**src/rtl/sdfa_wload_pkg.sv**
```systemverilog
// Shared types and default geometry for the SDFA weight-memory load controller.
package sdfa_wload_pkg;

    localparam int unsigned DATA_W = 8;
    localparam int unsigned BYTE_W = 9;
    localparam int unsigned ROW_W  = 8;
    localparam int unsigned BLK_W  = 4;

    localparam int unsigned DEF_NUM_BLK    = 9;
    localparam int unsigned DEF_ROWS       = 256;
    localparam int unsigned DEF_FULL_BYTES = 448;
    localparam int unsigned DEF_LAST_BYTES = 140;
    localparam logic [8:0]  DEF_ZERO_BLK_MASK = 9'b011000000;

    typedef enum logic [2:0] {
        IDLE,
        WAIT_REQ,
        STREAM,
        GAP,
        DONE
    } wload_state_e;

endpackage

```
**src/rtl/sdfa_wload_cnt.sv**
```systemverilog
// Row/byte position counter with per-block bytes-per-row and last-byte flag.
module sdfa_wload_cnt
    import sdfa_wload_pkg::*;
#(
    parameter int unsigned ROWS       = DEF_ROWS,
    parameter int unsigned FULL_BYTES = DEF_FULL_BYTES,
    parameter int unsigned LAST_BYTES = DEF_LAST_BYTES
) (
    input  logic             clk,
    input  logic             rstn,
    input  logic             clr,
    input  logic             inc,
    input  logic             last_blk,
    output logic [ROW_W-1:0] row_idx,
    output logic             last_byte_c
);

    logic [BYTE_W-1:0] byte_q, byte_d;
    logic [ROW_W-1:0]  row_q, row_d;
    logic [BYTE_W-1:0] bpr_m1_c;
    logic              row_end_c;

    // The last block carries a shorter row.
    assign bpr_m1_c    = last_blk ? BYTE_W'(LAST_BYTES - 1) : BYTE_W'(FULL_BYTES - 1);
    assign row_end_c   = (byte_q == bpr_m1_c);
    assign last_byte_c = row_end_c && (row_q == ROW_W'(ROWS - 1));
    assign row_idx     = row_q;

    always_comb begin
        byte_d = byte_q;
        row_d  = row_q;
        if (clr) begin
            byte_d = '0;
            row_d  = '0;
        end else if (inc) begin
            if (row_end_c) begin
                byte_d = '0;
                row_d  = last_byte_c ? '0 : row_q + ROW_W'(1);
            end else begin
                byte_d = byte_q + BYTE_W'(1);
            end
        end
    end

    always_ff @(posedge clk or negedge rstn) begin
        if (!rstn) begin
            byte_q <= '0;
            row_q  <= '0;
        end else begin
            byte_q <= byte_d;
            row_q  <= row_d;
        end
    end

endmodule

```
**src/rtl/sdfa_weight_load_ctrl.sv**
```systemverilog
// Streams source bytes (or internal zero fill) into the SDFA top weight port,
// block by block, honouring the per-block W_REQUEST handshake.
module sdfa_weight_load_ctrl
    import sdfa_wload_pkg::*;
#(
    parameter int unsigned        NUM_BLK       = DEF_NUM_BLK,
    parameter int unsigned        ROWS          = DEF_ROWS,
    parameter int unsigned        FULL_BYTES    = DEF_FULL_BYTES,
    parameter int unsigned        LAST_BYTES    = DEF_LAST_BYTES,
    parameter logic [NUM_BLK-1:0] ZERO_BLK_MASK = NUM_BLK'(DEF_ZERO_BLK_MASK)
) (
    input  logic              clk,
    input  logic              rstn,
    input  logic              start,
    input  logic              src_valid,
    input  logic [DATA_W-1:0] src_data,
    output logic              src_ready,
    input  logic              w_request,
    output logic              w_valid,
    output logic [DATA_W-1:0] weight_in,
    output logic [BLK_W-1:0]  blk_idx,
    output logic [ROW_W-1:0]  row_idx,
    output logic              busy,
    output logic              done
);

    wload_state_e      state_q, state_d;
    logic [BLK_W-1:0]  blk_q, blk_d;
    logic              w_valid_q, w_valid_d;
    logic [DATA_W-1:0] weight_q, weight_d;
    logic              busy_q, busy_d;
    logic              done_q, done_d;
    logic              cnt_clr, cnt_inc;
    logic              last_byte_c;
    logic              last_blk_c;
    logic              zero_blk_c;

    always_comb begin
        zero_blk_c = 1'b0;
        for (int unsigned i = 0; i < NUM_BLK; i++) begin
            if (blk_q == BLK_W'(i)) begin
                zero_blk_c = ZERO_BLK_MASK[i];
            end
        end
    end

    assign last_blk_c = (blk_q == BLK_W'(NUM_BLK - 1));
    // Decoded from the state flop, so it drops right after the last byte is taken.
    assign src_ready  = (state_q == STREAM) && !zero_blk_c;

    sdfa_wload_cnt #(
        .ROWS       (ROWS),
        .FULL_BYTES (FULL_BYTES),
        .LAST_BYTES (LAST_BYTES)
    ) u_cnt (
        .clk         (clk),
        .rstn        (rstn),
        .clr         (cnt_clr),
        .inc         (cnt_inc),
        .last_blk    (last_blk_c),
        .row_idx     (row_idx),
        .last_byte_c (last_byte_c)
    );

    always_comb begin
        state_d   = state_q;
        blk_d     = blk_q;
        w_valid_d = 1'b0;
        weight_d  = '0;
        cnt_clr   = 1'b0;
        cnt_inc   = 1'b0;
        unique case (state_q)
            IDLE, DONE: begin
                if (start) begin
                    state_d = WAIT_REQ;
                    blk_d   = '0;
                    cnt_clr = 1'b1;
                end
            end
            WAIT_REQ: begin
                if (w_request) begin
                    state_d = STREAM;
                end
            end
            STREAM: begin
                if (zero_blk_c) begin
                    cnt_inc   = 1'b1;
                    w_valid_d = 1'b1;
                end else if (src_valid) begin
                    cnt_inc   = 1'b1;
                    w_valid_d = 1'b1;
                    weight_d  = src_data;
                end
                if (cnt_inc && last_byte_c) begin
                    state_d = GAP;
                end
            end
            GAP: begin
                cnt_clr = 1'b1;
                if (last_blk_c) begin
                    state_d = DONE;
                end else begin
                    blk_d   = blk_q + BLK_W'(1);
                    state_d = WAIT_REQ;
                end
            end
            default: state_d = IDLE;
        endcase
        busy_d = (state_d != IDLE) && (state_d != DONE);
        done_d = (state_d == DONE);
    end

    always_ff @(posedge clk or negedge rstn) begin
        if (!rstn) begin
            state_q   <= IDLE;
            blk_q     <= '0;
            w_valid_q <= 1'b0;
            weight_q  <= '0;
            busy_q    <= 1'b0;
            done_q    <= 1'b0;
        end else begin
            state_q   <= state_d;
            blk_q     <= blk_d;
            w_valid_q <= w_valid_d;
            weight_q  <= weight_d;
            busy_q    <= busy_d;
            done_q    <= done_d;
        end
    end

    assign w_valid   = w_valid_q;
    assign weight_in = weight_q;
    assign blk_idx   = blk_q;
    assign busy      = busy_q;
    assign done      = done_q;

endmodule
```
**config.mk**
```make
export PLATFORM = sky130hd
export DESIGN_NAME = sdfa_weight_load_ctrl
export DESIGN_NICKNAME = d
export VERILOG_FILES = /design/src/rtl/sdfa_wload_pkg.sv /design/src/rtl/sdfa_wload_cnt.sv /design/src/rtl/sdfa_weight_load_ctrl.sv
export SDC_FILE = /design/constraint.sdc
export NUM_CORES = 1
export LEC_CHECK = 0
export CORE_ASPECT_RATIO = 0.75
export CORE_MARGIN = 2
export CORE_UTILIZATION = 53
export CTS_CLUSTER_DIAMETER = 80
export DETAILED_ROUTE_END_ITERATION = 16
export PLACE_DENSITY = 0.91
export SYNTH_ARGS = -nofsm -noshare
export SYNTH_HDL_FRONTEND = slang
export SYNTH_SLANG_ARGS = --single-unit
```
**constraint.sdc**
```tcl
create_clock -name clk -period 4.7 [get_ports clk]
set_input_delay 1.41 -clock clk [delete_from_list [all_inputs] [get_ports clk]]
set_output_delay 1.41 -clock clk [all_outputs]
set_load 0.01 [all_outputs]
```
==> results by group, run 1 <==
Worst setup path
  – Arrival time at the worst endpoint: 3570 ps
  – Element type at the critical path start: input pin
  – Crit-path max FO: 11
  – CP required: between 4000 and 5000 ps
  – CP Capture Type: flop
  – Setup CP Type: input pin to flop

Cells and area
  – Area Growth Syn to Fin: 28.3%
  – Share of cells above drive strength 1: about 7.8%
  – Fill cell count: 252
  – # diodes: 0
  – Register Area: roughly 880 um2
  – Final net count: between 200 and 250
  – Area of the multi-input gates: between 800 and 900 um2

Run
  – Max-cap violations: 0

Die
  – Die span in x: a little over 70 um
  – Die H: between 50 and 60 um
  – I/O pins: 37
  – Cell Rows: 18
  – Initial Utilization: roughly 55%
  – Total core area: approximately 0.0032 mm2
  – DIE AREA: 0.00382 mm2

Logic synthesis
  – FF+latch count, synth: 35
  – Sequential area share after synthesis: 49.5%
  – Synth Area per Inst: 9.82 um2
  – Top_reg_cell synth: dfrtp_1
  – Cell taking the most area after synthesis: dfrtp_1
  – Net Count, Synth: approximately 200
  – Synth area leaders: dfrtp_1, a21oi_1, ha_1
  – Yosys top cell area share: between 40% and 50%
  – Unique masters post-synth: 42
  – Ys Warns: 0
  – Mapped cell area: ~0.0018 mm2
  – Asr flop ratio synth: 100%
  – Post-synth EDFFs: 0
  – Syn Inst Count: 180

Timing
  – Final TNS setup: 0 ps
  – Max Freq: 298 MHz
  – Slew headroom: ~62%
  – RSZ-0062 raised after global routing: no
  – Slew @ Worst Pin: between 500 and 600 ps
  – Final setup fails: 0
  – Tmin final: about 3400 ps
  – Worst Skew: around 4.4 ps
  – Slew Limit Fails: 0
  – Hold Vio Cnt, Final: 0
  – Final Cycle Share: between 70% and 80%

Route
  – DRC: 0
  – Drt initial violations: slightly above 100
  – Total Wirelength: around 3.9 mm
  – DRT antenna net count: 0
  – Vias per cell: a little under 6
  – Wire per inst: 15.0 um
  – Via count: 1497
  – Initial DRT Pass Iterations: 4

Clocking
  – Hold-fix buffers, CTS: 0
  – CTS tree: done
  – Num CTS Buffers: 5
  – Post-CTS resize count: 0
  – Sink Count: 35
  – H-tree depth: 2
  – Setup bufs post-CTS: 0
  – Root buffer cell: clkbuf_8
  – Worst-path clk slew: about 70 ps
  – CTS max path bufs: 2
  – Clock Latency Late Sink: 300 ps

Status
  – Run status: finished clean

Global routing
  – First-pass GRT wire length: between 6 and 7 mm
  – Gr usage total: 22.2%
  – Vias in the first global route: 1389
  – Congestion Overflow GR: 0
  – Antenna violations before repair: 0
  – Pin count of the biggest net entering global routing: 36

Power and ir drop
  – PD cells: 403 mW/mm2
  – Max VDD drop: about 0.00031 V
  – Leak: slightly above 0.9 nW
  – Overall power: between 0.9 and 1 mW

Place
  – Post-detail-place hpwl: roughly 2.7 mm
  – Port bufs: 36
  – Routability cong.: slightly above 0.8

Hold path
  – Worst hold path type: flop to flop
[power by group]
group	total, mW	switching (mW)	leakage (nW)	internal, mW
logic	0.247	0.133	0.395	0.113
clock network	0.285	0.113	0.0612	0.172
registers	0.381	0.0457	0.479	0.336
total	0.913	0.293	0.935	0.621
[routing by layer]
layer	up-vias	part of all wire, %	track usage, %
li1	720	-	-
met1	724	48	29.2
met2	47	46	34.9
met3	6	5.0	6.37
met4	0	1.4	9.43
met5	-	0	0
[critical path, stage by stage]
cell and delay, ps:
clkdlybuf4s50_1 510, or3b_2 480, nand2_1 330, a21oi_1 170
or4_1 520, a21oi_1 170
[placed cells by master (no fill, tap or decap), types with 2 or more instances in the layout]
cell / n
nand4_1: 3
nand3_1: 11
xnor2_1: 4
ha_1: 5
dfrtp_1: 35
clkdlybuf4s50_1: 36
nor3_1: 5
xor2_1: 2
or3_1: 3
a21oi_1: 14
o31ai_1: 5
nand3b_1: 3
or4_1: 3
inv_1: 4
o21ai_0: 7
or3b_2: 2
nand2b_1: 2
clkbuf_8: 6
and3_1: 2
or2_2: 2
a211oi_1: 2
o21a_1: 2
mux2i_1: 2
and2_1: 9
nor4_1: 4
nand2_1: 15
and4_1: 2
nor2_1: 12
[flip-flops by register name, indices dropped and copies added (netlist names)]
register and cells:
weight_in 8, busy 1, state_q 3, blk_idx 4, w_valid 1, u_cnt.row_idx 8
done 1, u_cnt.byte_q 9
[Yosys cell counts (2+ instances only)]
master / instances
o21ai_0: 7
mux2i_1: 2
xor2_1: 2
and4_1: 2
nor2_1: 12
nor4_1: 4
or4_1: 3
o31ai_1: 5
or2_2: 2
nand3_1: 11
and3_1: 2
o21a_1: 2
ha_1: 5
nand4_1: 3
nand2_1: 15
and2_1: 9
clkbuf_1: 5
dfrtp_1: 35
nor3_1: 5
or3_1: 3
nand3b_1: 3
a21oi_1: 14
nand2b_1: 2
or3b_2: 2
inv_1: 4
a211oi_1: 2
xnor2_1: 4
[metrics by stage]
stage          setup WS, ps  area, um2  std cells  util [%]  hold WS, ps
2_1_floorplan          1920       1770        180         -          472
3_3_place_gp           1170       2150        250      66.3          525
3_5_place_dp           1040       2150        250      66.3          527
4_1_cts                1340       2270        258      69.9          541
5_1_grt                1230       2270        258      69.9          585
6_report               1350       2270        258      69.9          555
[cell families (layout without fill, tap and decap cells)]
group           count (synthesis)  in the layout  share of synthesized area [%]
compound gates                 35             35                           12.0
simple gates                   85             85                           27.3
fa+ha+maj                       5              5                           3.54
mux                             3              3                           1.77
buf+inv                        11             49                           2.83
xor+xnor                        6              6                           2.97
flops                          35             35                           49.5
[worst paths after layout]
check	start	endpoint	slack [ps]	cells after the start
worst min-delay path	state_q[2]	state_q[1]	560	1
worst max-delay path	start	u_cnt.byte_q[8]	1350	6
worst min register to register	state_q[2]	state_q[1]	560	1
worst max register to register	u_cnt.byte_q[0]	u_cnt.row_idx[7]	2210	6
max in group asynchronous	rstn	u_cnt.row_idx[5]	2870	2
min in group asynchronous	rstn	u_cnt.byte_q[8]	1520	2
[area by class of cell]
| type | instances | share of cell area [%] |
|---|---|---|
| clock buffers | 6 | 3.64 |
| clock inverters | 2 | 1.54 |
| inverters | 4 | 0.662 |
| multi-input cells | 134 | 37.1 |
| flip-flops and latches | 35 | 38.6 |
| well taps | 40 | 2.21 |
| repair buffers | 37 | 16.2 |
Note: power is estimated with default switching activity, not from simulation.
==> run 2, diff against run 1 <==
Settings changed: CORE_UTILIZATION 53 to 45, PLACE_DENSITY 0.91 to 0.84.
Clock period 4.7 ns to 2.7 ns, I/O delays scaled along.
==> run 2 against run 1 <==
  * Die area is 17% higher
  * Cell count increased by 8.5%
  * Final area grew 4.0%
  * Largest power group unchanged
  * Highest routed layer unchanged
==> results by group, run 2 (same netlist as run 1, synthesis figures left out) <==
Route
  – Via count: about 1500
  – Vias per cell: approximately 5.5
  – Total Wirelength: ~4.0 mm
  – Drt initial violations: roughly 140
  – DRT antenna net count: 0
  – Wire per inst: between 10 and 15 um
  – Initial DRT Pass Iterations: 4
  – DRC: 0

Clocking
  – Root buffer cell: clkbuf_8
  – Hold-fix buffers, CTS: 0
  – Num CTS Buffers: 5
  – Sink Count: 35
  – CTS max path bufs: 2
  – Clock Latency Late Sink: 290 ps
  – H-tree depth: 2
  – CTS tree: done
  – Worst-path clk slew: 70 ps

Place
  – Routability cong.: roughly 0.89
  – Place WS: approximately 40 ps
  – Placed Cells: 270
  – Port bufs: 36
  – Post-detail-place hpwl: ~2.9 mm
  – Placed inst area: between 0.002 and 0.0025 mm2

Cells and area
  – Area Growth Syn to Fin: 33.4%
  – Most frequent cells in the layout: dfrtp_1, clkdlybuf4s50_1, nand2_1, a21oi_1
  – Fin area: approximately 0.0024 mm2
  – Share of cells above drive strength 1: about an eighth
  – # diodes: 0
  – Fill cell count: 311
  – Max reg flops: 9
  – Non-filler instance count after layout: 280
  – Final net count: ~250
  – Most flops, register: u_cnt.byte_q
  – Util after Layout: a little under two thirds

Timing
  – RSZ-0062 raised after global routing: no
  – Slew @ Worst Pin: between 400 and 500 ps
  – Worst Skew: 7.24 ps
  – Hold WS: roughly 550 ps
  – Final TNS setup: 0 ps
  – Hold Vio Cnt, Final: 0
  – Slew headroom: between 60% and 70%
  – Final setup fails: 0
  – Final WS setup: ~260 ps
  – Final Cycle Share: about nine tenths
  – Tmin final: 2440 ps
  – Max Freq: a little over 400 MHz
  – Slew Limit Fails: 0

Power and ir drop
  – Max VDD drop: roughly 0.00040 V
  – PD cells: 685 mW/mm2
  – Leak: approximately 1 nW
  – Overall power: between 1.5 and 2 mW

Die
  – Cell Rows: 19
  – Total core area: ~0.0037 mm2
  – Initial Utilization: roughly 48%
  – I/O pins: 37
  – Die H: 58.3 um
  – Die span in x: 76.4 um
  – DIE AREA: 0.00445 mm2

Worst setup path
  – CP Buf/Inv Count: 2
  – Crit-path max FO: 8
  – Element type at the critical path start: flop
  – CP Capture Type: flop
  – CP required: between 2000 and 3000 ps
  – Slowest cell delay on critical path: 530 ps
  – Reg2reg path depth: 8
  – Crit-path leading delay family: simple AND/OR/NAND/NOR gates
  – Worst R2R Setup Slack: approximately 260 ps
  – Setup CP Type: flop to flop
  – Worst r2r src: blk_idx[1]
  – Arrival time at the worst endpoint: between 2000 and 3000 ps
  – Crit Reg-Reg Endpoint: u_cnt.row_idx[6]
  – Slowest cell on the critical path: or3_1
  – Crit path cell chain: buf_4 -> inv_1 -> ha_1 -> nand3b_1 -> mux2i_1 -> or3_1 -> or4_1 -> a21oi_1

Global routing
  – Congestion Overflow GR: 0
  – First-pass GRT wire length: 6.68 mm
  – Pin count of the biggest net entering global routing: 36
  – Vias in the first global route: between 1000 and 1500
  – Antenna violations before repair: 0
  – Gr usage total: between 10% and 20%

Hold path
  – Worst hold path type: flop to flop
  – Hold path endpoint: state_q[1]
  – Hold depth: 1
  – Hold path startpoint: state_q[2]

Status
  – Run status: finished clean

Run
  – Max-cap violations: 0
==> run 2: changes by cell type in the layout (fill, tap and decap cells not counted) <==
cell / previous run / this run
nor2_1: 12 / 11
clkinv_4: 0 / 1
buf_4: 1 / 11
nor2_2: 0 / 1
clkdlybuf4s50_1: 36 / 35
dlymetal6s2s_1: 0 / 1
clkbuf_8: 6 / 5
==> run 2: timing repair <==
| item | in CTS | in global routing |
|---|---|---|
| setup buffers | 1 | 1 |
| resized for setup | 1 | 1 |
| endpoints found under the setup margin | 1 | 1 |
==> run 2: layer usage <==
| metal | share of wire, % | GRT usage, % |
|---|---|---|
| met5 | 0 | 0 |
| met4 | 2.1 | 10.1 |
| met1 | 47 | 26.3 |
| met3 | 5.8 | 5.14 |
| met2 | 45 | 29.2 |
==> run 2: final cells by class <==
type,count,area [um2],area share (%)
flip-flops and latches,35,876,37.1
multi-input cells,134,845,35.8
repair buffers,47,445,18.9
clock buffers,5,68.8,2.92
well taps,52,65.1,2.76
clock inverters,3,43.8,1.86
inverters,4,15.0,0.637
==> run 2: worst max-delay path by stage <==
stage,from,endpoint,slack [ps],cells past startpoint
2_1_floorplan,u_cnt.byte_q[0],u_cnt.row_idx[6],510,7
3_3_place_gp,start,u_cnt.byte_q[7],70,6
3_5_place_dp,start,u_cnt.byte_q[8],40,6
4_1_cts,blk_idx[0],src_ready,2,6
5_1_grt,blk_idx[1],u_cnt.row_idx[7],90,8
6_report,blk_idx[1],u_cnt.row_idx[6],260,8
==> run 2: power by group <==
| group | leakage, nW | internal [mW] | switching [mW] |
|---|---|---|---|
| combinational | 0.461 | 0.236 | 0.257 |
| sequential | 0.479 | 0.584 | 0.0737 |
| clock | 0.0581 | 0.275 | 0.191 |
